**src/rtl/vga_timing_gen.sv**
```systemverilog
// Parametrised video timing generator: sync, blanking, beam position, strobes, frame counter.
// All outputs registered from the next beam position (0 latency vs hpos/vpos); pix_en=0 holds everything but strobes.
module vga_timing_gen #(
  parameter int   H_DISPLAY  = 640,
  parameter int   H_FRONT    = 16,
  parameter int   H_SYNC     = 96,
  parameter int   H_BACK     = 48,
  parameter int   V_DISPLAY  = 480,
  parameter int   V_BOTTOM   = 10,
  parameter int   V_SYNC     = 2,
  parameter int   V_TOP      = 33,
  parameter logic H_SYNC_POL = 1'b0,
  parameter logic V_SYNC_POL = 1'b0,
  parameter int   POS_W      = 10,
  parameter int   FRAME_W    = 8
) (
  input  logic               clk,
  input  logic               rst_n,
  input  logic               pix_en,
  input  logic               restart,
  output logic               hsync,
  output logic               vsync,
  output logic               display_on,
  output logic [POS_W-1:0]   hpos,
  output logic [POS_W-1:0]   vpos,
  output logic               h_blank,
  output logic               v_blank,
  output logic               line_start,
  output logic               frame_start,
  output logic [FRAME_W-1:0] frame_count
);

  localparam int H_TOTAL = H_DISPLAY + H_FRONT + H_SYNC + H_BACK;
  localparam int V_TOTAL = V_DISPLAY + V_BOTTOM + V_SYNC + V_TOP;

  localparam logic [POS_W-1:0] H_LAST   = POS_W'(H_TOTAL - 1);
  localparam logic [POS_W-1:0] V_LAST   = POS_W'(V_TOTAL - 1);
  localparam logic [POS_W-1:0] H_DISP   = POS_W'(H_DISPLAY);
  localparam logic [POS_W-1:0] V_DISP   = POS_W'(V_DISPLAY);
  localparam logic [POS_W-1:0] HS_BEG   = POS_W'(H_DISPLAY + H_FRONT);
  localparam logic [POS_W-1:0] HS_END   = POS_W'(H_DISPLAY + H_FRONT + H_SYNC);
  localparam logic [POS_W-1:0] VS_BEG   = POS_W'(V_DISPLAY + V_BOTTOM);
  localparam logic [POS_W-1:0] VS_END   = POS_W'(V_DISPLAY + V_BOTTOM + V_SYNC);

  if (H_TOTAL > (2 ** POS_W) || V_TOTAL > (2 ** POS_W)) begin : g_pos_w_check
    $error("POS_W too small for H_TOTAL/V_TOTAL");
  end

  logic [POS_W-1:0] next_h;
  logic [POS_W-1:0] next_v;
  logic             next_in_hs;
  logic             next_in_vs;
  logic             next_origin;

  always_comb begin
    next_h = hpos;
    next_v = vpos;
    if (restart) begin
      next_h = '0;
      next_v = '0;
    end else if (hpos == H_LAST) begin
      next_h = '0;
      next_v = (vpos == V_LAST) ? '0 : vpos + POS_W'(1);
    end else begin
      next_h = hpos + POS_W'(1);
    end
    next_in_hs  = (next_h >= HS_BEG) && (next_h < HS_END);
    next_in_vs  = (next_v >= VS_BEG) && (next_v < VS_END);
    next_origin = (next_h == '0) && (next_v == '0);
  end

  always_ff @(posedge clk or negedge rst_n) begin
    if (!rst_n) begin
      hpos        <= '0;
      vpos        <= '0;
      hsync       <= ~H_SYNC_POL;
      vsync       <= ~V_SYNC_POL;
      display_on  <= 1'b1;
      h_blank     <= 1'b0;
      v_blank     <= 1'b0;
      line_start  <= 1'b0;
      frame_start <= 1'b0;
      frame_count <= '0;
    end else if (pix_en) begin
      hpos        <= next_h;
      vpos        <= next_v;
      hsync       <= next_in_hs ? H_SYNC_POL : ~H_SYNC_POL;
      vsync       <= next_in_vs ? V_SYNC_POL : ~V_SYNC_POL;
      display_on  <= (next_h < H_DISP) && (next_v < V_DISP);
      h_blank     <= (next_h >= H_DISP);
      v_blank     <= (next_v >= V_DISP);
      line_start  <= (next_h == '0);
      frame_start <= next_origin;
      // A restart re-syncs the beam but is not a completed frame.
      if (next_origin && !restart) begin
        frame_count <= frame_count + FRAME_W'(1);
      end
    end else begin
      line_start  <= 1'b0;
      frame_start <= 1'b0;
    end
  end

endmodule
```
**config.mk**
```make
export PLATFORM = sky130hd
export DESIGN_NAME = vga_timing_gen
export DESIGN_NICKNAME = d
export VERILOG_FILES = /design/src/rtl/vga_timing_gen.sv
export SDC_FILE = /design/constraint.sdc
export NUM_CORES = 1
export LEC_CHECK = 0
export CORE_ASPECT_RATIO = 0.5
export CORE_MARGIN = 8
export CORE_UTILIZATION = 52
export DETAILED_ROUTE_END_ITERATION = 16
export PLACE_DENSITY_LB_ADDON = 0.2
export SETUP_SLACK_MARGIN = 0.4
export SYNTH_ARGS = -nofsm -noshare
export SYNTH_HDL_FRONTEND = slang
export SYNTH_SLANG_ARGS = --single-unit
```
**constraint.sdc**
```tcl
create_clock -name clk -period 3.1 [get_ports clk]
set_clock_uncertainty 0.15 [all_clocks]
set_input_delay 0.93 -clock clk [delete_from_list [all_inputs] [get_ports clk]]
set_output_delay 0.93 -clock clk [all_outputs]
set_load 0.02 [all_outputs]
```
# == After elaboration in Yosys (flattened, before gate mapping) ==
# Cells that the tools add are included.
# totals
ff_bits,35
elab_cells,41
inputBits,4
# classes
n_eq_ne,2
muxes,9
order_cmp,8
reduce_logical,9
add_sub_neg,3
# op_table
cell,count
10-bit 2-to-1 mux,5
10-bit by 1-bit adder with 10-bit output (second input constant),2
10-bit equality test (second input constant),2
10-bit greater-or-equal comparator (second input constant),2
10-bit by 9-bit greater-or-equal comparator with 1-bit output (second input constant),2
10-bit zero test,2
10-bit less-than comparator (second input constant),2
10-bit by 9-bit less-than comparator with 1-bit output (second input constant),2
8-bit by 1-bit adder with 8-bit output (second input constant),1
1-bit logical AND,5
1-bit 2-to-1 mux,4
2-bit AND reduction,1
1-bit zero test,1

# == Longest topological paths before layout ==
# Gate-level depths: netlist of the first run.
# depth
depth_word,8
ltp_mapped,10
depth_no_buf,9

# == Worst setup path after synthesis of the first run ==
# OpenSTA, ideal clock, no wires.
# synth_timing
path_type,flip-flop to flip-flop
startpoint,register hpos[1]
endpoint,register frame_count[1]
required_ps,2825
path_slack_ps,190
n_path_buf,1
path_stages_with_launch,10
setup_time_ps,125
period_less_slack_ps,2910
arrival_time_ps,2635
path_cell_list,dfrtp_1 > ha_1 > buf_2 > nand4_4 > nor4_2 > mux2_2 > nor4_1 > nor4b_4 > nand3_2 > mux2_4
# synth_via
elab_chain_cells,7
elab_cells_between_ends,11
cone_classes,add/sub (1); eq/ne (1); mux (4); reduce/logical (5)
# synth_lines
element,line,source
from (decl),24,"output logic [POS_W-1:0] hpos,"
from (signal assigned),85,hpos <= next_h;
10-bit by 1-bit adder with 10-bit output or 10-bit equality test (tied branches),"65, 61",
10-bit 2-to-1 mux,61,end else if (hpos == H_LAST) begin
10-bit 2-to-1 mux,58,if (restart) begin
10-bit zero test,69,next_origin = (next_h == '0) && (next_v == '0);
1-bit logical AND *,69,
1-bit logical AND *,95,if (next_origin && !restart) begin
2-bit AND reduction (no source line) *,--,
to (signal assigned),96,frame_count <= frame_count + FRAME_W'(1);
to (decl),30,output logic [FRAME_W-1:0] frame_count
# Every way passes the cells marked *; elsewhere a longest branch is shown, timed or not.
# A chain may end at the register's enable or synchronous reset.

# == Worst setup path in the final report of the first run ==
# Ends and elaborated chain as after synthesis.

==> results list, run 1 <==
- By area the synthesized netlist is led by dfrtp_1 33%, o21ai_0 4.3%, nand2_1 4.2%, xnor2_1 4.0%, dfstp_2 3.3%.
- Area share of the largest cell type after synthesis: between 30% and 40%
- Detailed placement finished with a half-perimeter wire length of 4699 um.
- The final layout contains routed wiring with a total length of around 7000 um.
* Post-placement cell count: about 350
- CP Class: flip-flop to flip-flop
- The worst register-to-register path ends at frame_count[1].
* Critical register-to-register path startpoint: hpos[1]
* Worst hold path startpoint: frame_count[7]
- Worst-path maximum fanout: 7
- Worst vdd rail ir drop: 0.3044 mV
* Starting DRC count in detailed routing: approximately 230
- TritonCTS created 5 clock buffers.
- Setup repair after global routing could not meet its margin everywhere.
- Critical-path cell list: ha_4 -> nand4_4 -> buf_6 -> or4_4 -> nor2_4 -> xnor2_2 -> a41o_4 -> nand3_2 -> mux2_4
* Power density over cell area: 390.1 nW/um^2
- 39 I/O pins were placed.
- Placement row count: 17
- The initial antenna violation count was 0.
- The worst setup path is captured at a flip-flop.
- Top FF cell, synth: dfrtp_1
- Yosys mapped a number of flops with a built-in enable equal to 0.
* Worst Max-Slew Pin Slew: 465.8 ps
* Data required time at the worst endpoint: 3130 ps
* Netlist cell types: 61
* Vias in the first global route: 2223
* Placement Cell Area: 2942 sq um
- Global routing usage summed across all routing layers: about a fifth
- Post-synthesis instance total: around 260
* Startpoint type of the worst setup path: flip-flop
* Final Hold Vio Count: 0
- For the worst-skew pair, the clock arrives at the later sink with an insertion delay of 290 ps.
* Cell area after layout: between 3000 and 4000 sq um
* Remaining global-route overflow: 0
* Most used standard cells in the synthesized netlist: 32 x dfrtp_1, 27 x nand2_1, 21 x o21ai_0
* Asr flop ratio synth: 100.0%
* Number of warnings issued by yosys: 0
- Area of the die: 7222 sq um
- After clock tree synthesis, the clock-pin slew on the worst setup and hold paths is around 70 ps.
* Result of the run: finished, final reports clean
- Of the total synthesized cell area, the portion taken by full adders, half adders and majority gates is 2.069%.
* TritonCTS clock tree: built
- Cell with the most instances after synthesis: dfrtp_1
* Final weighted congestion in routability-driven placement: 0.9637
- Final net count: 336
* H-tree depth: 2
- The slowest stage of the critical path belongs to the cell or4_4.
- Total count of max-transition violations in the final report: 0
- The synthesized netlist devotes 20.69% of its cell area to compound gates.
- In this run the remaining antenna-violating nets after routing total 0.
- Adding up every negative setup slack in the final design gives 0 ps.
- Non-filler instance count after layout: slightly below 400
- Summing every instance area after synthesis gives 2419 sq um.
- Of the total power, the share spent switching nets is between 30% and 40%.
- For this run, the slowest stage of the critical path takes 570 ps.
- Summing the sequential cell areas from Yosys gives ~36% of the chip area.
- Global-route wire length before repair: 10970 um
* Final routed wire length divided by cell count: 18.23 um
- The floorplan step set the die height to 64.23 um.
- Setup violations remaining at the end of the flow were counted as 0.
* Initial standard-cell utilization of the core: roughly 54%
- Buffers added on ports: 38
- The clock period could shrink to about 2600 ps.
* Maximum number of pins on one net before global-route repair: 36
* Data arrival at the endpoint of the critical path: 2680 ps
- Combinational logic burns 28.4% of the power.
- Overall power consumption after layout is estimated at ~1.3 mW.
- Synthesized netlist net count: around 270
* Worst reg-to-reg setup slack: 450 ps
* XOR/XNOR Fraction of Synth Area: 5.794%
- Post-synthesis register bit count: 35
* Number of detailed-route iterations in the first pass: 5
- Chip width: ~110 um
- Hold worst-path end: frame_count[7]
- Vias after detailed routing: between 2000 and 2500
* Class of the tightest hold or removal check: flip-flop to flip-flop
- The number of hold buffers added after CTS was 0.
- A synthesized cell averages around 9.2 sq um.
- Using the TritonRoute via totals, the vias-per-cell ratio works out to 6.329.
* Timing-limited maximum frequency: about 0.38 GHz
* Internal Pwr Total: between 0.8 and 0.9 mW
* Clk sink count: 35
- After floorplanning, the core was sized to cover 4446 sq um.
* Hold Path Cell Cnt: 1
* Simple-gate share of the synthesized area: 27.11%
- The worst path uses a little under nine tenths of the clock period.
* Antenna diode instance count: 0
- Number of max-cap violations: 0
- Summed over all instances, the cell type with the most area after synthesis is dfrtp_1.
* Sequential cell fraction of total power: 42.8%
- Relative to the synthesized area, the layout overhead comes to 37.20%.
* CTS Root Cell: clkbuf_8
- Dominant combinational cell family by area after synthesis: simple AND/OR/NAND/NOR gates
- In the synthesized netlist, mux cells make up ~2.8% of the area.
- In the routed design, unresolved DRC markers number 0.
* Clock group share of total power: 28.8%
- Largest buffer count on any clock path: 2
* Reg2Reg Depth: 9
- The post-route netlist has 29.48% of its cells at a drive strength greater than 1.
- Switching power: 0.4070 mW
- Max-Slew Margin vs Limit: 68.95%
- Leakage: 1.271 nW
[through the flow]
step	hold slack (ps)	setup slack (ps)	util (%)
floorplan	360.7	400.6	-
global placement	314.5	162.5	66.17
detailed placement	321.4	8.022	66.17
CTS	332.8	363.0	72.00
global route	344.2	377.9	74.64
finish	328.9	454.3	74.64
[cell type report]
cell class	count	area, sq um
Clock buffer	8	100.1
Sequential cell	35	889.6
Multi-Input combinational cell	201	1544
Timing Repair Buffer	78	686.9
Tap cell	57	71.32
Fill cell	321	1127
Inverter	7	26.28
[power by group through the flow]
| stage | logic [mW] | clock network, mW | registers [mW] |
|---|---|---|---|
| detailed placement | 0.317 | 0 | 0.571 |
| global route | 0.395 | 0.407 | 0.561 |
| floorplan | 0.137 | 0 | 0.609 |
| global placement | 0.309 | 0 | 0.569 |
| CTS | 0.365 | 0.377 | 0.552 |
| finish | 0.368 | 0.373 | 0.554 |
[state kept, by name, indices dropped and copies added (netlist names)]
signal       count
display_on       1
vsync            1
hsync            1
frame_start      1
hpos            10
line_start       1
vpos            10
v_blank          1
h_blank          1
frame_count      8
[routing by layer]
layer  GRT usage [%]  wire length, um  vias up  share of wire (%)
met2           30.38             3260      129                 46
li1                -                -     1118                  -
met4           5.158              107        0                1.5
met5               0                0        -                  0
met1           23.87             3013     1182                 43
met3           5.337              654       14                9.3
[cell families (layout without fill, tap and decap cells)]
group                      after synthesis  count (layout)
DFF                                     35              35
muxes                                    6               6
buffers and inverters                   27              93
xor gates and xnor gates                16              16
AOI/OAI and AO/OA                       70              70
adders and majority gates                4               4
and+or+nand+nor                        105             105
[critical path: cells and delay by family, from the launching register on]
family | cells | cell delay [ps]
flops | 1 | 390
mux | 1 | 310
buf+inv | 1 | 180
compound gates | 1 | 260
simple gates | 4 | 960
xor+xnor | 1 | 130
fa+ha+maj | 1 | 150
[cell usage in the layout (no fill, tap or decap), types with 3 or more instances in the layout]
master	count
buf_4	38
a21oi_1	11
o21ai_0	20
nor2_1	11
xnor2_2	4
o2bb2ai_1	5
clkdlybuf4s50_1	37
clkbuf_8	7
o31ai_1	8
o41ai_1	4
a31oi_1	6
dfrtp_1	24
dfstp_2	3
inv_1	4
nand3_1	12
nand2_1	26
nor3_1	8
nand4_1	6
xnor2_1	7
xor2_1	5
and4b_1	3
mux2i_1	3
and3_1	4
dfrtp_2	8
[how the worst max path moves through the flow]
| stage | startpoint | end | slack, ps | cells past startpoint |
|---|---|---|---|---|
| finish | hpos[1] | frame_count[1] | 450 | 9 |
| global route | hpos[3] | frame_count[5] | 380 | 9 |
| CTS | hpos[1] | frame_count[5] | 360 | 10 |
| detailed placement | restart | frame_count[5] | 8 | 7 |
| global placement | restart | frame_count[1] | 160 | 6 |
| floorplan | hpos[0] | frame_count[1] | 400 | 9 |
[what timing repair did]
item / 4_1_cts / 5_1_grt
setup buffers: 18 / 6
hold endpoints to repair: 0 / 0
gates cloned: 0 / 0
pin swaps: 6 / 11
endpoints found under the setup margin: 9 / 8
resized for setup: 6 / 19
Note: power is estimated with default switching activity, not from simulation.
==> run 2: changes to the inputs <==
--- a/config.mk
+++ b/config.mk
@@ -13,2 +13,4 @@
 export SETUP_SLACK_MARGIN = 0.4
+export SKIP_LAST_GASP = 1
+export SLEW_MARGIN = 10
 export SYNTH_ARGS = -nofsm -noshare
==> constraint.sdc (replaced) <==
create_clock -name clk -period 3.1 [get_ports clk]
set_clock_uncertainty 0.15 [all_clocks]
set_input_delay 0.62 -clock clk [delete_from_list [all_inputs] [get_ports clk]]
set_output_delay 0.62 -clock clk [all_outputs]
set_load 0.02 [all_outputs]
==> run 2 against run 1 <==
Total power increased by 3.9%. Register-to-register slack hardly changed. Fmax rose by 0.31%. Sequential cell count unchanged. Worst hold slack worse by 3.5 ps. Non-clock buffer count down 2. Die area did not move. Critical endpoint unchanged. Largest cell class unchanged.
==> results list, run 2 (synthesized netlist as in run 1, its figures left out) <==
* CP endpoint kind: flip-flop
- Data arrival at the endpoint of the critical path: 2670 ps (about the same)
* Crit path max-delay family: simple AND/OR/NAND/NOR gates
- In the layout the commonest cells are 38 x clkdlybuf4s50_1, 36 x buf_4, 26 x nand2_1, 23 x dfrtp_1, 21 x o21ai_0.
- Area taken by flip-flops and latches: 890.9 sq um (+0.14%)
* Remaining global-route overflow: 0 (unchanged)
* Sequential cell fraction of total power: 41.7% (-1.1 points)
- The flow ran to the end, and the final reports show no timing, DRC or antenna violations.
- The largest voltage drop on the vdd net came to 0.4320 mV (+42%).
- Min setup slack post-route: 462.4 ps (+8.081 ps)
* Largest incremental delay on the critical path: 430 ps (-140 ps)
- Class of the tightest hold or removal check: flip-flop to flip-flop
- Number of setup violations in the final report: 0 (unchanged)
* Number of buffers inserted by hold repair at cts: 0 (unchanged)
- Global-route wire length before repair: 11190 um (+2.0%)
* Die extent in y: 64.23 um (unchanged)
- Latest clock arrival within the worst-skew pair: 290 ps (about the same)
* Post-Route Setup TNS: 0 ps (unchanged)
* Initial standard-cell utilization of the core: 54.40% (unchanged)
- The leakage dissipation came to 1.273 nW (+0.17%).
- Data required time at the worst endpoint: 3130 ps (about the same)
- The number of H-tree levels is 2 (unchanged).
- The total of buffers placed on input and output ports is 38 (unchanged).
- Worst-path cell with the longest stage delay: dfrtp_2
- CTS Root Cell: clkbuf_8
- Startpoint type of the worst setup path: flip-flop
- Final critical path time including I/O delays and setup: 2638 ps (-8.081 ps)
* Clock-pin slew on the worst setup and hold paths: 80 ps (about the same)
- Fraction of power spent switching nets: 30.54% (-0.91 points)
* Vias in the first global route: 2180 (-1.9%)
- The number of nets in the final layout came to 335 (-0.30%).
* Number of buffers and inverters on the critical path: 2 (+1)
- Number of max-cap violations: 0 (unchanged)
- Timing-limited maximum frequency: 0.3791 GHz (+0.31%)
- Final Hold Vio Count: 0 (unchanged)
- The routed wire length per instance was 18.65 um (+2.3%).
* Antenna diode instance count: 0 (unchanged)
- Final weighted congestion in routability-driven placement: 0.9357 (-2.9%)
- Maximum number of pins on one net before global-route repair: 36 (unchanged)
- Most common cell after layout, fill and taps aside: clkdlybuf4s50_1
- The final core area utilization came to 74.22% (-0.42 points).
* CP Class: flip-flop to flip-flop
- Starting DRC count in detailed routing: 273 (+18%)
* Number of buffers added by the clock tree synthesis step: 5 (unchanged)
- The number of pins with negative max-slew slack in the final report came to 0 (unchanged).
- The count of boundary I/O pins came to 39 (unchanged).
- TritonCTS built the clock tree.
- The total routed wirelength was 7180 um (+2.1%).
* # DRC: 0 (unchanged)
* Number of detailed-route iterations in the first pass: 6 (+1)
* Post-detailed-route via-to-cell ratio: 6.294 (-0.56%)
- Worst-path maximum fanout: 12 (+5)
- Power after layout: 1.345 mW (+3.9%)
* Core region area: 4446 sq um (unchanged)
* Setup repair after global routing missed its margin: true
- Max-Slew Margin vs Limit: 69.95% (+1.0 points)
- Internal Pwr Total: 0.9346 mW (+5.3%)
- The worst reg-to-reg path cell count was 9 (unchanged).
- The worst setup timing slack at the placement stage came to 192.6 ps (+184.6 ps).
- Combinational cell fraction of total power: 26.0% (-2.4 points)
* Area of the die: 7222 sq um (unchanged)
* Clock group share of total power: 32.3% (+3.5 points)
* Number of antenna violations at the first check in global routing: 0 (unchanged)
- The antenna violation net count after detailed routing came to 0 (unchanged).
* Switching power: 0.4109 mW (+0.94%)
- From synthesis to final layout, the design area changed by 36.42%.
- The share of the cycle needed by the critical path after routing was 85.08% (-0.26 points).
- Hold Path Cell Cnt: 1 (unchanged)
- Power density over cell area: 407.8 nW/um^2 (+4.5%)
- Area of the multi-input gates: 1520 sq um (-1.5%)
* Fraction of layout instances using a drive strength above 1: 27.74% (-1.7 points)
- The total number of clock tree sinks was 35 (unchanged).
* Critical-path cell list: nand4bb_4 -> buf_6 -> nor3_4 -> buf_4 -> a21o_1 -> o21ai_0 -> a41o_4 -> nand3_4 -> mux2_4
- In the final layout, the registers with the most flip-flops are hpos x10, vpos x10, frame_count x8.
* Filler Cells Inserted: 315 (-1.9%)
- Worst Max-Slew Pin Slew: 447.5 ps (-18.22 ps)
- Vias after detailed routing: 2423 (-0.82%)
- Chip width: 112.4 um (unchanged)
- Global routing usage summed across all routing layers: 19.01% (+0.35 points)
- Placement row count: 17 (unchanged)
* Largest buffer count on any clock path: 2 (unchanged)
* Dpl hpwl: 4616 um (-1.8%)
- Total stage count of the critical path: 9 (unchanged)
-- run 2: final cells by class --
cell class,count,area share (%)
Tap cell,57,2.162
Sequential cell,35,27.00
Clock buffer,6,2.503
Timing Repair Buffer,76,20.40
Inverter,7,0.7964
Clock inverter,2,1.062
Multi-Input combinational cell,202,46.08
-- run 2: per-layer routing --
metal  track usage [%]  vias to the layer above  wire length, um
li1                  -                     1118                -
met1             24.60                     1156             3106
met2             30.31                      128             3242
met3             5.805                       21              662
met4             5.158                        0              167
met5                 0                        -                0
-- run 2: final timing paths --
path                                startpoint  slack (ps)        endpoint
worst max-delay path                   hpos[7]         460  frame_count[1]
worst min-delay path            frame_count[7]         330  frame_count[7]
worst max register to register         hpos[7]         460  frame_count[1]
worst min register to register  frame_count[7]         330  frame_count[7]
max in group asynchronous                rst_n        1860      display_on
min in group asynchronous                rst_n         590         vpos[1]
-- run 2: timing repair --
action	in CTS	in global routing
pin swaps	3	6
cloned	1	0
setup endpoints to repair	10	9
setup buffers	7	15
resized for setup	6	10
-- run 2: through the flow --
stage	area, sq um	hold slack (ps)	std cells
after CTS	3153	331.4	370
after detailed placement	2942	311.7	354
final	3299	325.4	385
after global placement	2942	313.4	354
after global routing	3299	336.7	385
after floorplan	2474	174.4	263
-- run 2: power by group through the flow --
stage	Combinational, mW	Sequential [mW]	Clock [mW]
3_3_place_gp	0.316	0.566	0
6_report	0.350	0.561	0.435
5_1_grt	0.378	0.569	0.466
4_1_cts	0.338	0.562	0.439
3_5_place_dp	0.325	0.567	0
2_1_floorplan	0.137	0.609	0
